File: config.mk
export PLATFORM = sky130hd
export DESIGN_NAME = rgb_edge_filter
export DESIGN_NICKNAME = d
export VERILOG_FILES = /design/src/rtl/rgb_edge_filter.sv
export SDC_FILE = /design/constraint.sdc
export NUM_CORES = 1
export LEC_CHECK = 0
export ABC_AREA = 1
export BUFFER_PORTS_ARGS = -buffer_cell sky130_fd_sc_hd__buf_4
export CAP_MARGIN = 20
export CORE_UTILIZATION = 30
export DETAILED_ROUTE_END_ITERATION = 6
export GPL_TIMING_DRIVEN = 0
export MAX_ROUTING_LAYER = met4
export PLACE_DENSITY = 0.48
export SYNTH_ARGS = -nofsm -noshare
export SYNTH_HDL_FRONTEND = slang
export SYNTH_SLANG_ARGS = --single-unit
File: constraint.sdc
create_clock -name clk_27 -period 2.5 [get_ports clk_27]
set_input_delay 0.125 -clock clk_27 [delete_from_list [all_inputs] [get_ports clk_27]]
set_output_delay 0.125 -clock clk_27 [all_outputs]
set_load 0.005 [all_outputs]
File: src/rtl/rgb_edge_filter.sv
// RGB edge filter for the pattern-generator -> DVI path.
// Three-stage pipeline: luma, horizontal luma gradient/edge flag, mode-dependent
// output mux. Timing signals travel alongside the pixel so the output stays
// aligned. A per-frame edge counter is published on every vsync leading edge.
module rgb_edge_filter #(
    parameter logic [7:0] THRESH = 8'd32,
    parameter logic       VS_POL = 1'b1
) (
    input  logic        clk_27,
    input  logic        rst_n,
    input  logic [7:0]  rgb_red_in,
    input  logic [7:0]  rgb_green_in,
    input  logic [7:0]  rgb_blue_in,
    input  logic        hsync_in,
    input  logic        vsync_in,
    input  logic        de_in,
    input  logic [1:0]  mode,
    output logic [7:0]  rgb_red,
    output logic [7:0]  rgb_green,
    output logic [7:0]  rgb_blue,
    output logic        hsync,
    output logic        vsync,
    output logic        de,
    output logic [19:0] edge_count,
    output logic        frame_done
);

    typedef enum logic [1:0] {
        MODE_BYPASS  = 2'b00,
        MODE_GRAY    = 2'b01,
        MODE_EDGE    = 2'b10,
        MODE_OVERLAY = 2'b11
    } mode_t;

    localparam logic SYNC_IDLE = ~VS_POL;

    // Frame-level control
    mode_t       active_mode;
    logic        vs_prev;
    logic        vs_start;
    logic [19:0] edge_acc;

    // Stage 1: luma plus delayed pixel/timing
    logic [15:0] luma_sum;
    logic [7:0]  s1_y;
    logic [7:0]  s1_r;
    logic [7:0]  s1_g;
    logic [7:0]  s1_b;
    logic        s1_hs;
    logic        s1_vs;
    logic        s1_de;

    // Stage 2: gradient and edge flag
    logic [7:0]  grad;
    logic        edge_hit;
    logic [7:0]  s2_y;
    logic [7:0]  s2_r;
    logic [7:0]  s2_g;
    logic [7:0]  s2_b;
    logic        s2_hs;
    logic        s2_vs;
    logic        s2_de;
    logic        s2_e;

    // Stage 3: output mux
    logic [7:0]  px_r;
    logic [7:0]  px_g;
    logic [7:0]  px_b;

    // Leading edge of vsync into its active level marks a new frame
    always_comb begin
        vs_start = (vsync_in == VS_POL) && (vs_prev != VS_POL);
    end

    // Track previous vsync level for leading-edge detection
    always_ff @(posedge clk_27 or negedge rst_n) begin
        if (!rst_n) begin
            vs_prev <= SYNC_IDLE;
        end else begin
            vs_prev <= vsync_in;
        end
    end

    // Mode is only sampled at frame start so a frame never changes style midway
    always_ff @(posedge clk_27 or negedge rst_n) begin
        if (!rst_n) begin
            active_mode <= MODE_BYPASS;
        end else if (vs_start) begin
            active_mode <= mode_t'(mode);
        end
    end

    // Luma weights sum to 256, so the 16-bit sum never overflows
    always_comb begin
        luma_sum = 16'd77  * 16'(rgb_red_in)
                 + 16'd150 * 16'(rgb_green_in)
                 + 16'd29  * 16'(rgb_blue_in);
    end

    // Stage 1 register
    always_ff @(posedge clk_27 or negedge rst_n) begin
        if (!rst_n) begin
            s1_y  <= '0;
            s1_r  <= '0;
            s1_g  <= '0;
            s1_b  <= '0;
            s1_hs <= SYNC_IDLE;
            s1_vs <= SYNC_IDLE;
            s1_de <= 1'b0;
        end else begin
            s1_y  <= luma_sum[15:8];
            s1_r  <= rgb_red_in;
            s1_g  <= rgb_green_in;
            s1_b  <= rgb_blue_in;
            s1_hs <= hsync_in;
            s1_vs <= vsync_in;
            s1_de <= de_in;
        end
    end

    // Gradient against the previous active pixel; s2_de low means this is the
    // first pixel of a line, so no previous luma is used across blanking
    always_comb begin
        grad = '0;
        if (s1_de && s2_de) begin
            grad = (s1_y >= s2_y) ? (s1_y - s2_y) : (s2_y - s1_y);
        end
        edge_hit = s1_de && (grad >= THRESH);
    end

    // Stage 2 register
    always_ff @(posedge clk_27 or negedge rst_n) begin
        if (!rst_n) begin
            s2_y  <= '0;
            s2_r  <= '0;
            s2_g  <= '0;
            s2_b  <= '0;
            s2_hs <= SYNC_IDLE;
            s2_vs <= SYNC_IDLE;
            s2_de <= 1'b0;
            s2_e  <= 1'b0;
        end else begin
            s2_y  <= s1_y;
            s2_r  <= s1_r;
            s2_g  <= s1_g;
            s2_b  <= s1_b;
            s2_hs <= s1_hs;
            s2_vs <= s1_vs;
            s2_de <= s1_de;
            s2_e  <= edge_hit;
        end
    end

    // Select output pixel by mode; blanking always forces black
    always_comb begin
        px_r = s2_r;
        px_g = s2_g;
        px_b = s2_b;
        case (active_mode)
            MODE_GRAY: begin
                px_r = s2_y;
                px_g = s2_y;
                px_b = s2_y;
            end
            MODE_EDGE: begin
                px_r = s2_e ? 8'hFF : 8'h00;
                px_g = s2_e ? 8'hFF : 8'h00;
                px_b = s2_e ? 8'hFF : 8'h00;
            end
            MODE_OVERLAY: begin
                if (s2_e) begin
                    px_r = 8'hFF;
                    px_g = 8'h00;
                    px_b = 8'h00;
                end
            end
            default: begin
            end
        endcase
        if (!s2_de) begin
            px_r = '0;
            px_g = '0;
            px_b = '0;
        end
    end

    // Stage 3 register driving the DVI transmitter
    always_ff @(posedge clk_27 or negedge rst_n) begin
        if (!rst_n) begin
            rgb_red   <= '0;
            rgb_green <= '0;
            rgb_blue  <= '0;
            hsync     <= SYNC_IDLE;
            vsync     <= SYNC_IDLE;
            de        <= 1'b0;
        end else begin
            rgb_red   <= px_r;
            rgb_green <= px_g;
            rgb_blue  <= px_b;
            hsync     <= s2_hs;
            vsync     <= s2_vs;
            de        <= s2_de;
        end
    end

    // Saturating per-frame edge counter; an edge landing on the frame boundary
    // cycle belongs to the new frame
    always_ff @(posedge clk_27 or negedge rst_n) begin
        if (!rst_n) begin
            edge_acc   <= '0;
            edge_count <= '0;
            frame_done <= 1'b0;
        end else if (vs_start) begin
            edge_count <= edge_acc;
            edge_acc   <= {19'd0, s2_e};
            frame_done <= 1'b1;
        end else begin
            frame_done <= 1'b0;
            if (s2_e && (edge_acc != '1)) begin
                edge_acc <= edge_acc + 20'd1;
            end
        end
    end

endmodule

; ---- Yosys cells after proc, flatten, opt, wreduce, memory -nomap -nowiden
; Cells that the tools add are included.
[totals]
word_cells = 60
out_inout_bits = 48
register_bits = 141
[op_classes]
add_sub_neg = 5
n_mul = 3
n_mux = 15
magnitude_cmp = 2
n_bitwise = 1
n_eq_ne = 4
n_reduce_logical = 5
[op_table]
columns = operator, count
row1 = $mux W8, 9
row2 = $pmux W8 S3, 3
row3 = $mux W20, 2
row4 = $mul A7 B8 Y15 const A, 2
row5 = $add A20 B1 Y20 const B, 1
row6 = $ne A20 B20 Y1 const B, 1
row7 = $add A15 B16 Y16, 1
row8 = $add A16 B13 Y16, 1
row9 = $sub A8 B8 Y8, 2
row10 = $mul A5 B8 Y13 const A, 1
row11 = $ge A8 B6 Y1 const B, 1
row12 = $ge A8 B8 Y1, 1
row13 = $eq A2 B2 Y1 const B, 2
row14 = $logic_and A1 B1 Y1, 4
row15 = $eq A2 B1 Y1 const B, 1
row16 = $reduce_bool A2 Y1, 1
row17 = $mux W1, 1
row18 = $not A1 Y1, 1

; ---- Longest topological paths before layout
[depth]
depth_word = 5
mapped_depth = 29

; ---- Least setup slack after synthesis
; No wires, ideal clock.
[synth_timing]
path_type = in2reg
from = input port rgb_green_in[3]
to = register s1_y[5]
cell_stages = 26
t_required_ns = 2.383
arrival_ns = 5.471
slack_ns = -3.087
path_cell_list = ha_1 > ha_1 > ha_1 > inv_1 > fa_1 > inv_1 > ha_1 > a21oi_1 > o21ai_0 > a21oi_1 > xnor2_1 > fa_1 > fa_1 > inv_1 > fa_1 > fa_1 > inv_1 > ha_1 > nand2_1 > inv_1 > a21oi_1 > nor2_1 > nor3_1 > nand2_1 > nand2_1 > nand2_1
[synth_via]
elab_chain_cells = 3
[synth_lines]
columns = element, line_no
row1 = "start, declared", 12  ; input logic [7:0] rgb_green_in,
row2 = $mul A7 B8 Y15, 96  ; + 16'd150 * 16'(rgb_green_in)
row3 = $add A15 B16 Y16, 96
row4 = $add A16 B13 Y16, 97  ; + 16'd29 * 16'(rgb_blue_in);
row5 = via luma_sum[13], 44  ; logic [15:0] luma_sum;
row6 = "end signal, assigned", 111  ; s1_y <= luma_sum[15:8];
row7 = "end, declared", 45  ; logic [7:0] s1_y;
; The timed path passes the listed nets, and every way through them passes these cells.
; A chain may end at the register's enable or synchronous reset.

; ---- Worst setup path after layout
[layout_timing]
from = input port rgb_green_in[4]
to = register s1_y[7]
; Same word-level chain as after synthesis.

==> impl_metrics.env <==
export IMPL_drv_cap=0
export IMPL_path_buf_inv=8
export IMPL_ys_flop_type="dfrtp_1"
export IMPL_final_setup_viol_count=8
export IMPL_status="complete, but fails checks"
export IMPL_hold_class="in2reg"
export IMPL_syn2layout_area_growth_pct=29.4
export IMPL_vias=6950
export IMPL_placed_cell_area_um2=10400
export IMPL_ioPinCount=79
export IMPL_netlist_area_um2=9090
export IMPL_slowest_delay_ns=0.52
export IMPL_hold_viol=0
export IMPL_critPathMaxFanout=4
export IMPL_synth_area_leader_cell="dfrtp_1"
export IMPL_fillers=3002
export IMPL_grt_total_usage=0.156
export IMPL_synthCells=1013
export IMPL_synth_most_common_cell="nand2_1"
export IMPL_n_antenna_cell=0
export IMPL_worstMarginPinSlew_ns=0.772
export IMPL_synth_commonest_cells="nand2_1 (253), inv_1 (168), dfrtp_1 (141), ha_1 (100), nand3_1 (63)"
export IMPL_yosys_top_cells_area="dfrtp_1 (39%), ha_1 (14%), fa_1 (13%)"
export IMPL_drive_gt1_frac=0.190
export IMPL_final_area_um2=11800
export IMPL_ys_seq_area_frac=0.388
export IMPL_relSlewSlack=0.481
export IMPL_rows=63
export IMPL_avgViaCountPerCell=4.45
export IMPL_whs_ns=0.0728
export IMPL_ys_seq_elements=141
export IMPL_syn_nets=1201
export IMPL_cp_start_kind="input pin"
export IMPL_end_kind="flip-flop"
export IMPL_pre_cts_ws_ns=-3.06
export IMPL_drc=0
export IMPL_fin_ws_ns=-2.45
export IMPL_max_freq_mhz=202
export IMPL_worstSkewPairLatency_ns=0.43
export IMPL_synth_top_cell_area_share=0.388
export IMPL_htreeDepth=4
export IMPL_grt_pass1_vias=7172
export IMPL_synth_cell_types=33
export IMPL_wl_per_cell_um=14.3
export IMPL_drv_slew=0
export IMPL_ant_nets=0
export IMPL_crit_required_ns=2.81
export IMPL_start_util=0.306
export IMPL_min_period_ns=4.95
export IMPL_first_pass_iters=5
export IMPL_die_w_um=176
export IMPL_violations="setup timing"
export IMPL_yosysWarnings=0
export IMPL_dpl_hpwl_um=17200
export IMPL_die_height_um=176
export IMPL_io_buffer_count=78
export IMPL_grt_pass1_wl_um=36500
export IMPL_utilization=0.396
export IMPL_wl_um=22300
export IMPL_skew_ns=0.00905
export IMPL_gp_congestion=0.857
export IMPL_nets=1346
export IMPL_cts_tree="done"
export IMPL_synth_edf_count=0
export IMPL_critPathKind="in2reg"
export IMPL_worstPathArrival_ns=5.27
export IMPL_clockRootBuffer="clkbuf_16"
export IMPL_grt_start_max_net_pins=93
export IMPL_cts_sinks=141
export IMPL_grt_setup_unrepaired="true"
export IMPL_async_flop_share=1.00
export IMPL_cpMostUsedCell="nand2_1"
export IMPL_cp_slowest_cell="fa_1"
export IMPL_syn_area_per_cell_um2=8.98
export IMPL_ctsLongestPathBuffers=2
export IMPL_antenna_found_initial=0
export IMPL_clkTransAtPathRegs_ns=0.07
export IMPL_coreArea_um2=29700
export IMPL_crit_family="adder cells"
export IMPL_cts_buffers_inserted=17
export IMPL_design_die_area_um2=31000
export IMPL_grt_remaining_overflow=0
export IMPL_finalCritPeriodShare=1.98
export IMPL_first_iter_violations=383
## layout make-up
type                    instances  area (um2)  area share
clock buffers                  17         425      0.0362
well taps                     390         488      0.0415
flip-flops and latches        141        3530       0.300
repair buffers                126        1100      0.0934
plain buffers                  14        70.1     0.00596
inverters                     173         658      0.0559
clock inverters                15         189      0.0161
multi-input cells             685        5310       0.451
## routing by layer
| metal | vias to the layer above | wire length (um) | global-route usage |
|---|---|---|---|
| met5 | - | 0 | - |
| met4 | 0 | 216 | 0.0435 |
| met3 | 19 | 529 | 0.0187 |
| met2 | 109 | 11100 | 0.261 |
| met1 | 3339 | 10400 | 0.199 |
| li1 | 3483 | - | - |
## repair_timing
item	CTS	global route
pin swaps	11	24
hold endpoints to repair	77	0
hold buffers	29	0
buffers inserted	12	6
setup endpoints to repair	8	8
gates resized for setup	36	29
## kinds of logic (layout without fill, tap and decap cells)
logic type | count (synthesis) | in the layout | share of synthesized area
simple gates | 404 | 404 | 0.186
buf+inv | 187 | 345 | 0.0793
fa+ha+maj | 157 | 157 | 0.263
flops | 141 | 141 | 0.388
compound gates | 102 | 102 | 0.0625
xor+xnor | 22 | 22 | 0.0212
## through the flow
stage,instances,TNS [ns]
after floorplan,1013,-19.59
after global placement,1481,-23.42
after detailed placement,1482,-23.29
after CTS,1555,-18.55
after global routing,1561,-20.19
final,1561,-18.76
## worst reg2reg max path, delay by kind of cell, from the launching register on
| kind | cells | cell delay, ns |
|---|---|---|
| flip-flops | 1 | 0.43 |
| adder cells (fa/ha/maj) | 1 | 0.30 |
| AND/OR/NAND/NOR | 4 | 0.40 |
| buffers and inverters | 1 | 0.11 |
| AO/OA/AOI/OAI | 2 | 0.70 |
## registers in the layout (all words and copies together) (netlist names), 2 cells and up
register and count:
s2_r 8, edge_count 20, rgb_blue 8, s1_g 8, s2_y 8, s2_b 8
s1_r 8, s1_b 8, s2_g 8, active_mode 2, edge_acc 20, rgb_red 8
s1_y 8, rgb_green 8
## cell usage in the layout (no fill, tap or decap), types with 11 or more instances in the layout
cell type | synthesis | routed
a21oi_1 | 48 | 37
buf_4 | 0 | 87
clkbuf_16 | 0 | 17
dfrtp_1 | 141 | 141
dlygate4sd3_1 | 0 | 29
fa_1 | 57 | 56
ha_1 | 100 | 83
ha_4 | 0 | 16
inv_1 | 168 | 156
nand2_1 | 253 | 241
nand3_1 | 63 | 60
nand4_1 | 12 | 12
nor2_1 | 54 | 48
o21ai_0 | 29 | 26
xor2_1 | 11 | 11
## final timing paths
kind | depth (start not counted) | startpoint | end | slack (ns)
hold reg to reg | 0 | s1_b[1] | s2_b[1] | 0.35
min in group asynchronous | 2 | rst_n | s1_de | 0.22
setup / recovery | 30 | rgb_green_in[4] | s1_y[7] | -2.45
hold / removal | 3 | rgb_green_in[3] | s1_g[3] | 0.07
setup reg to reg | 8 | edge_acc[0] | edge_acc[17] | 0.50
max in group asynchronous | 3 | rst_n | rgb_red[7] | 1.46
Power is left out: the tool's default activity adds up to more than one toggle a clock period on the data nets, which glitch-free logic cannot reach.
